**config.mk**
```make
export PLATFORM = sky130hd
export DESIGN_NAME = display_scan_3dig_flat
export DESIGN_NICKNAME = d
export VERILOG_FILES = /design/src/rtl/display_scan_if.sv /design/src/rtl/display_scan_3dig.sv /design/src/flat_wrapper.sv
export SDC_FILE = /design/constraint.sdc
export NUM_CORES = 1
export LEC_CHECK = 0
export CAP_MARGIN = 20
export CORE_MARGIN = 1.5
export CORE_UTILIZATION = 52
export CTS_BUF_LIST = sky130_fd_sc_hd__clkbuf_16
export DETAILED_ROUTE_END_ITERATION = 6
export GPL_TIMING_DRIVEN = 0
export PLACE_DENSITY = 0.81
export SETUP_SLACK_MARGIN = 0.4
export SYNTH_ARGS = -nofsm -noshare
export SYNTH_HDL_FRONTEND = slang
export SYNTH_SLANG_ARGS = --single-unit
```
**constraint.sdc**
```tcl
create_clock -name clk -period 2.6 [get_ports clk]
set_input_delay 0.52 -clock clk [delete_from_list [all_inputs] [get_ports clk]]
set_output_delay 0.52 -clock clk [all_outputs]
set_load 0.02 [all_outputs]
```
**src/rtl/display_scan_if.sv**
```systemverilog
// Signal bundle between the BCD counter side and the 3-digit scan driver.
// All signals are level-based and sampled every clock; there is no valid/ready handshake.
interface display_scan_if;
  logic       enb;
  logic       lz_blank;
  logic [6:0] bit0;
  logic [6:0] bit1;
  logic [6:0] bit2;
  logic [6:0] seg;
  logic [2:0] an;
  logic       frame_tick;

  modport master (
    output enb, lz_blank, bit0, bit1, bit2,
    input  seg, an, frame_tick
  );

  modport slave (
    input  enb, lz_blank, bit0, bit1, bit2,
    output seg, an, frame_tick
  );
endinterface

```
**src/rtl/display_scan_3dig.sv**
```systemverilog
// Time-multiplexed scan of three 7-segment patterns onto one segment bus, with
// per-slot dead time, optional leading-zero blanking and a per-frame input snapshot.
module display_scan_3dig #(
  parameter int PRESCALE = 1000,
  parameter int BLANK    = 16
) (
  input  logic             clk,
  input  logic             reset,
  display_scan_if.slave    bus,
  output logic [1:0]       state_dbg
);
  localparam int CW = $clog2(PRESCALE);
  localparam logic [CW-1:0] LAST     = CW'(PRESCALE - 1);
  localparam logic [CW-1:0] LIT_FROM = CW'(BLANK);
  localparam logic [6:0]    ZERO     = 7'b1111110;

  typedef enum logic [1:0] {IDLE = 2'd0, DIG0 = 2'd1, DIG1 = 2'd2, DIG2 = 2'd3} state_t;

  state_t        state, state_nx;
  logic [CW-1:0] cnt, cnt_nx;
  logic [6:0]    sh0, sh1, sh2;
  logic [6:0]    sh0_nx, sh1_nx, sh2_nx;
  logic          load;
  logic          blank1, blank2;
  logic [6:0]    seg_q, seg_nx;
  logic [2:0]    an_q, an_nx;
  logic          ft_q, ft_nx;

  assign state_dbg      = state;
  assign bus.seg        = seg_q;
  assign bus.an         = an_q;
  assign bus.frame_tick = ft_q;

  // Next state / slot counter; the snapshot is taken on every entry into DIG0.
  always_comb begin
    state_nx = state;
    cnt_nx   = cnt;
    load     = 1'b0;
    if (!bus.enb) begin
      state_nx = IDLE;
      cnt_nx   = '0;
    end else begin
      case (state)
        IDLE: begin
          state_nx = DIG0;
          cnt_nx   = '0;
          load     = 1'b1;
        end
        DIG0, DIG1, DIG2: begin
          if (cnt == LAST) begin
            cnt_nx = '0;
            case (state)
              DIG0:    state_nx = DIG1;
              DIG1:    state_nx = DIG2;
              default: begin
                state_nx = DIG0;
                load     = 1'b1;
              end
            endcase
          end else begin
            cnt_nx = cnt + CW'(1);
          end
        end
        default: begin
          state_nx = IDLE;
          cnt_nx   = '0;
        end
      endcase
    end
  end

  // Outputs are derived from the next-cycle state so an/seg/frame_tick can be registered.
  always_comb begin
    sh0_nx = load ? bus.bit0 : sh0;
    sh1_nx = load ? bus.bit1 : sh1;
    sh2_nx = load ? bus.bit2 : sh2;
    blank2 = bus.lz_blank && (sh2_nx == ZERO);
    blank1 = blank2 && (sh1_nx == ZERO);
    seg_nx = '0;
    an_nx  = '0;
    ft_nx  = (state_nx == DIG2) && (cnt_nx == LAST);
    if (state_nx != IDLE && cnt_nx >= LIT_FROM) begin
      case (state_nx)
        DIG0: begin
          an_nx  = 3'b001;
          seg_nx = sh0_nx;
        end
        DIG1: if (!blank1) begin
          an_nx  = 3'b010;
          seg_nx = sh1_nx;
        end
        DIG2: if (!blank2) begin
          an_nx  = 3'b100;
          seg_nx = sh2_nx;
        end
        default: begin
          an_nx  = '0;
          seg_nx = '0;
        end
      endcase
    end
  end

  always_ff @(posedge clk or posedge reset) begin
    if (reset) begin
      state <= IDLE;
      cnt   <= '0;
      sh0   <= '0;
      sh1   <= '0;
      sh2   <= '0;
      seg_q <= '0;
      an_q  <= '0;
      ft_q  <= 1'b0;
    end else begin
      state <= state_nx;
      cnt   <= cnt_nx;
      sh0   <= sh0_nx;
      sh1   <= sh1_nx;
      sh2   <= sh2_nx;
      seg_q <= seg_nx;
      an_q  <= an_nx;
      ft_q  <= ft_nx;
    end
  end
endmodule

```
**src/flat_wrapper.sv**
```systemverilog
// flat-port wrapper written by rule: the top's interface ports become plain ports
module display_scan_3dig_flat 
#(
  parameter int PRESCALE = 1000,
  parameter int BLANK    = 16
)
  (clk, reset, state_dbg, bus_enb, bus_lz_blank, bus_bit0, bus_bit1, bus_bit2, bus_seg, bus_an, bus_frame_tick);
  display_scan_if bus_i ();
  input  logic clk;
  input  logic reset;
  output logic [1:0] state_dbg;
  input wire logic [$bits(bus_i.enb)-1:0] bus_enb;
  input wire logic [$bits(bus_i.lz_blank)-1:0] bus_lz_blank;
  input wire logic [$bits(bus_i.bit0)-1:0] bus_bit0;
  input wire logic [$bits(bus_i.bit1)-1:0] bus_bit1;
  input wire logic [$bits(bus_i.bit2)-1:0] bus_bit2;
  output wire logic [$bits(bus_i.seg)-1:0] bus_seg;
  output wire logic [$bits(bus_i.an)-1:0] bus_an;
  output wire logic [$bits(bus_i.frame_tick)-1:0] bus_frame_tick;
  assign bus_i.enb = bus_enb;
  assign bus_i.lz_blank = bus_lz_blank;
  assign bus_i.bit0 = bus_bit0;
  assign bus_i.bit1 = bus_bit1;
  assign bus_i.bit2 = bus_bit2;
  assign bus_seg = bus_i.seg;
  assign bus_an = bus_i.an;
  assign bus_frame_tick = bus_i.frame_tick;
  display_scan_3dig #(.PRESCALE(PRESCALE), .BLANK(BLANK)) u_core (.clk(clk), .reset(reset), .bus(bus_i), .state_dbg(state_dbg));
endmodule
```
After elaboration in Yosys (flattened, before gate mapping) --
Cells that the tools add are included. Widths: inputs -> output; s select.
Operators by class: $add $sub $neg 1, multipliers 0, div/mod/pow operators 0, $lt $le $gt $ge 1, eq/ne operators 10, shift operators 0, mux-type cells 22, bitwise logic cells 0, reductions and logical operators 8
Operators by type and width (count):
- $mux 7 | 6
- $pmux 7 s3 | 1
- $eq 10x10->1 const B | 2
- $mux 10 | 2
- $pmux 10 s2 | 1
- $eq 7x7->1 const B | 2
- $add 10x1->10 const B | 1
- $ge 10x5->1 const B | 1
- $pmux 3 s3 | 1
- $eq 2x2->1 const B | 4
- $pmux 2 s2 | 2
- $mux 2 | 3
- $mux 3 | 2
- $eq 2x1->1 const B | 2
- $logic_and 1x1->1 | 4
- $mux 1 | 3
- $reduce_or 3->1 | 1
- $logic_not 2->1 | 1
- $pmux 1 s2 | 1
- $reduce_bool 2->1 | 1
- $reduce_or 2->1 | 1
Storage, ports and cells: register bits after elaboration 44, bits in latches 0, bits in writable memories 0, memory bits (read-only) 0, bits of input ports 25, memories kept 0

Longest topological paths before layout --
depth in word-level cells 13, depth in mapped cells 8

Worst setup path after synthesis --
Ideal clock, no wire load.
path kind register to register, start register u_core.state[1] (netlist: u_core.state_dbg[1]), end register u_core.seg_q[0] (netlist: u_core.bus.seg[0]), data arrival time 2.294 ns, slack 0.169 ns, cell stages (with the launch flop) 9, period minus slack after synthesis 2.431 ns, cells stage by stage dfrtp_1 -> inv_1 -> ha_1 -> and2b_1 -> a41oi_4 -> buf_6 -> mux2_4 -> a22oi_1 -> a21oi_1
On the way: cells in the longest elaborated chain, start to end 13, elaborated cells on any way between the ends 33, those cells by class 1 x order compare; 8 x eq/ne; 17 x mux; 7 x reduce/logical
RTL lines:
- start, declared | line display_scan_3dig.sv:19 | state_t state, state_nx;
- start signal, assigned | line display_scan_3dig.sv:115 | state <= state_nx;
- $eq 2x1->1 or $eq 2x2->1 (tied branches) | line display_scan_3dig.sv:43, display_scan_3dig.sv:52
- $reduce_or 2->1 (no source line)
- $mux 1 | line display_scan_3dig.sv:52 | case (state)
- $mux 1 | line display_scan_3dig.sv:50 | if (cnt == LAST) begin
- $pmux 1 s2 * | line display_scan_3dig.sv:43 | case (state)
- $mux 1 * | line display_scan_3dig.sv:39 | if (!bus.enb) begin
- $mux 7 * | line display_scan_3dig.sv:76 | sh2_nx = load ? bus.bit2 : sh2;
- named net u_core.sh2_nx[0] | line display_scan_3dig.sv:22 | logic [6:0] sh0_nx, sh1_nx, sh2_nx;
- $eq 7x7->1 | line display_scan_3dig.sv:77 | blank2 = bus.lz_blank && (sh2_nx == ZERO);
- $logic_and 1x1->1 | line display_scan_3dig.sv:77
- $logic_and 1x1->1 | line display_scan_3dig.sv:78 | blank1 = blank2 && (sh1_nx == ZERO);
- $mux 7 | line display_scan_3dig.sv:88 | DIG1: if (!blank1) begin
- $pmux 7 s3 * | line display_scan_3dig.sv:83 | case (state_nx)
- $mux 7 * | line display_scan_3dig.sv:82 | if (state_nx != IDLE && cnt_nx >= LIT_FROM) begin
- named net u_core.seg_nx[0] | line display_scan_3dig.sv:25 | logic [6:0] seg_q, seg_nx;
- end signal, assigned | line display_scan_3dig.sv:120 | seg_q <= seg_nx;
- end, declared | line display_scan_3dig.sv:25
The timed path passes the listed nets; every way through them passes the cells marked *.

Final worst setup path --
start register u_core.state[1] (netlist: u_core.state_dbg[1]), end register u_core.seg_q[5] (netlist: u_core.bus.seg[5])
On the way: cells in the longest elaborated chain, start to end 13, elaborated cells on any way between the ends 33, those cells by class 1 x order compare; 8 x eq/ne; 17 x mux; 7 x reduce/logical
RTL lines (line):
- $eq 2x1->1 or $eq 2x2->1 (tied branches) | display_scan_3dig.sv:43, display_scan_3dig.sv:52
- $reduce_or 2->1 (no source line)
- $mux 1 | display_scan_3dig.sv:52
- $mux 1 | display_scan_3dig.sv:50
- $pmux 1 s2 | display_scan_3dig.sv:43
- $mux 1 | display_scan_3dig.sv:39
- $mux 7 | display_scan_3dig.sv:76
- $eq 7x7->1 | display_scan_3dig.sv:77
- $logic_and 1x1->1 | display_scan_3dig.sv:77
- $logic_and 1x1->1 | display_scan_3dig.sv:78
- $mux 7 | display_scan_3dig.sv:88
- $pmux 7 s3 | display_scan_3dig.sv:83
- $mux 7 * | display_scan_3dig.sv:82
- named net u_core.seg_nx[5] | display_scan_3dig.sv:25
Marks and branches as above.

==> summary.txt <==
Outcome
  – Status: complete, no violations

Logic synthesis
  – Register area share after synthesis: 49.83%
  – Syn Area/Cell: 11.94 um^2
  – Syn_nets: 212
  – #FFs+latches synth: 44
  – Top FF cell, synth: dfrtp_1
  – Yosys cell types: 45
  – Yosys warns: 0
  – Synthesized cell area: 0.002210 mm^2
  – Cells after Synth: 185
  – Async set or reset register ratio after synthesis: 100.0%
  – EDFF count, synth: 0

Power and ir drop
  – PwrDens: 560.9 mW/mm^2
  – Leakage power: 1.255 nW
  – Total chip power: 1.709 mW
  – Max VDD drop: 0.3446 mV

Finish
  – Filler cells: 280
  – Layout cells sized above 1: 31.17%
  – Area delta synth->final: 37.88%
  – Final instance area: 0.003047 mm^2
  – Nets: 273
  – ANT cells: 0

Critical path
  – Crit path launch: u_core.state_dbg[1]$_DFF_PP0_
  – CP endpoint: u_core.bus.seg[5]$_DFF_PP0_
  – Worst-case reg-to-reg path depth: 9
  – CP required: 2800 ps
  – Maximum fanout along the worst path: 7
  – Crit. End Element: register
  – Crit path launch type: register
  – R2R Setup Slk: 390 ps
  – R2R Path Start: u_core.state_dbg[1]$_DFF_PP0_
  – Worst reg2reg endpoint: u_core.bus.seg[5]$_DFF_PP0_
  – Kind of critical path: reg -> reg
  – Critical path data arrival time: 2410 ps

Placed design
  – RePlAce Congestion: 0.8320
  – Hpwl dp: 3298 um
  – Number of I/O port buffers: 37
  – Placed inst area: 0.002658 mm^2
  – DP Worst Slack: 88.94 ps

Detailed routing
  – Initial DRC count: 142
  – Total Wirelength: 5437 um
  – Via Count: 1740
  – WL per Instance: 18.31 um
  – Residual DRC: 0
  – Final ANT Viol Nets: 0
  – First drt pass iteration count: 4
  – Vias/cell: 5.859

CTS
  – Maximum buffer depth of the clock tree: 2
  – Max H-tree Level: 2
  – Clk root buf: clkbuf_16
  – Cts bufs inserted: 5
  – Reg clk slew, reported paths: 60 ps
  – CTS tree: done
  – CTS sink count: 44
  – Skew-Pair Late Insertion Delay: 280 ps

STA
  – Max-slew violations: 0
  – Fin. Hold Viols: 0
  – TNS Setup: 0 ps
  – Worst slew pin tran: 884.1 ps
  – Final period util: 85.16%
  – # setup viols final: 0
  – RSZ-0062 raised after global routing: true
  – Minimum clock period: 2214 ps
  – Final Skew: 3.554 ps
  – Max Clk Rate: 0.4516 GHz
  – PnR worst setup slack: 385.8 ps
  – Worst slew margin relative to its limit: 40.98%

Global route
  – Largest net degree at the start of global routing: 45
  – First-pass GRT wire length: 7472 um
  – Tot GR Track Use: 22.73%
  – Overflow after GRT: 0
  – Vias in the first global route: 1584
  – Antenna violations before repair: 0

Floorplan
  – Die ar.: 0.004649 mm^2
  – Row Count: 23
  – Die span in x: 68.19 um
  – Core ar.: 0.004029 mm^2
  – Die Y: 68.19 um
  – Initial core utilization: 54.84%
  – I/O Pins: 38

Min path
  – HP Class: reg -> reg
  – Hold Path Stages: 1

Flow run
  – Number of max-cap violations: 0
-- synthesized netlist by cell type (all sizes together), types with 2 or more instances --
cell type   n  area, um^2
dfrtp      44        1101
mux2       21       255.2
nor2       14       52.55
nand2      11       41.29
nand3      11       55.05
nand4       8       65.06
a31oi       7       43.79
inv         7       26.28
o211ai      6       45.04
buf         5       50.04
a21oi       4       23.77
nand4b      4       35.03
xor2        4       35.03
a31o        3       26.28
and3        3       20.02
nor2b       3       18.77
o21ai       3       15.01
a22oi       2       15.01
and4        2       17.52
ha          2       25.02
mux2i       2       32.53
nor3        2       21.27
or3         2       13.77
xnor2       2       17.52
-- through the flow --
step | util, % | instances | hold slack (ps)
4_1_cts | 71.02 | 284 | 496.7
3_5_place_dp | 65.96 | 272 | 483.0
2_1_floorplan | - | 185 | 463.4
5_1_grt | 75.62 | 297 | 518.4
6_report | 75.62 | 297 | 494.5
3_3_place_gp | 65.96 | 272 | 479.5
-- state kept, by name (all words and copies together), names as in the netlist --
register / count
u_core.sh2: 7
u_core.bus.seg: 7
u_core.state_dbg: 2
u_core.bus.an: 3
u_core.sh0: 7
u_core.sh1: 7
u_core.cnt: 10
u_core.bus.frame_tick: 1
-- final cells by class --
cell class                      instances  area (um^2)  area share (%)
Clock buffer                            5        125.1           4.107
Buffer                                  6        57.56           1.889
Tap cell                               50        62.56           2.053
Timing Repair Buffer                   53        523.0           17.17
Inverter                                7        31.28           1.027
Clock inverter                          3        38.79           1.273
Multi-Input combinational cell        129         1105           36.26
Sequential cell                        44         1104           36.22
-- cells by family (layout without fill, tap and decap cells) --
family,after synthesis,in the layout,share of synthesized area [%]
AND/OR/NAND/NOR,66,67,17.84
flip-flops,44,44,49.83
AO/OA/AOI/OAI,31,31,12.17
multiplexers,23,23,13.02
buffers and inverters,13,74,3.624
XOR/XNOR,6,6,2.378
adder cells (fa/ha/maj),2,2,1.132
-- power breakdown --
group,internal (mW),leakage [nW],switching (mW)
clock,0.448,0.0850,0.249
combinational,0.139,0.608,0.110
sequential,0.739,0.562,0.0243
-- cells in the final DEF, fill, tap and decap left out, types with 4 or more instances in the layout --
cell	netlist	final
a31oi_1	7	7
buf_4	0	13
clkbuf_16	0	6
clkdlybuf4s50_1	0	36
dfrtp_1	44	42
inv_1	7	5
mux2_2	16	16
mux2_4	5	5
nand2_1	11	11
nand3_1	11	10
nand4_1	7	7
nand4b_1	4	4
nor2_1	14	14
o211ai_1	6	6
xor2_1	4	4
-- layer usage --
layer	up-vias	part of all wire (%)	wire (um)	GRT usage (%)
li1	814	-	-	-
met1	854	42	2262	26.57
met2	59	51	2765	39.56
met3	13	4.9	267	5.757
met4	0	2.6	142	9.500
met5	-	0	0	0
-- timing repair --
| action | 4_1_cts | 5_1_grt |
|---|---|---|
| hold buffers | 0 | 0 |
| setup endpoints to repair | 7 | 11 |
| gates cloned | 0 | 3 |
| setup buffers | 4 | 10 |
| pin swaps | 1 | 9 |
| resized for setup | 3 | 12 |
-- worst max-delay path, cell delays in order, from the launching register on --
cell	delay, ps
dfrtp_2	390
inv_4	60
ha_4	260
and2b_1	200
a41oi_4	240
buf_12	150
buf_8	120
mux2i_4	340
nand3_2	150
a31oi_1	200
-- worst min-delay path by stage --
stage / from / end / slack, ps
floorplan: u_core.cnt[0]$_DFF_PP0_ / u_core.cnt[0]$_DFF_PP0_ / 460
global placement: u_core.sh0[1]$_DFF_PP0_ / u_core.sh0[1]$_DFF_PP0_ / 480
detailed placement: u_core.sh0[4]$_DFF_PP0_ / u_core.sh0[4]$_DFF_PP0_ / 480
CTS: u_core.sh0[4]$_DFF_PP0_ / u_core.sh0[4]$_DFF_PP0_ / 500
global route: u_core.sh0[1]$_DFF_PP0_ / u_core.sh0[1]$_DFF_PP0_ / 520
finish: u_core.sh0[4]$_DFF_PP0_ / u_core.sh0[4]$_DFF_PP0_ / 490
Power figures use the tool's default switching activity.
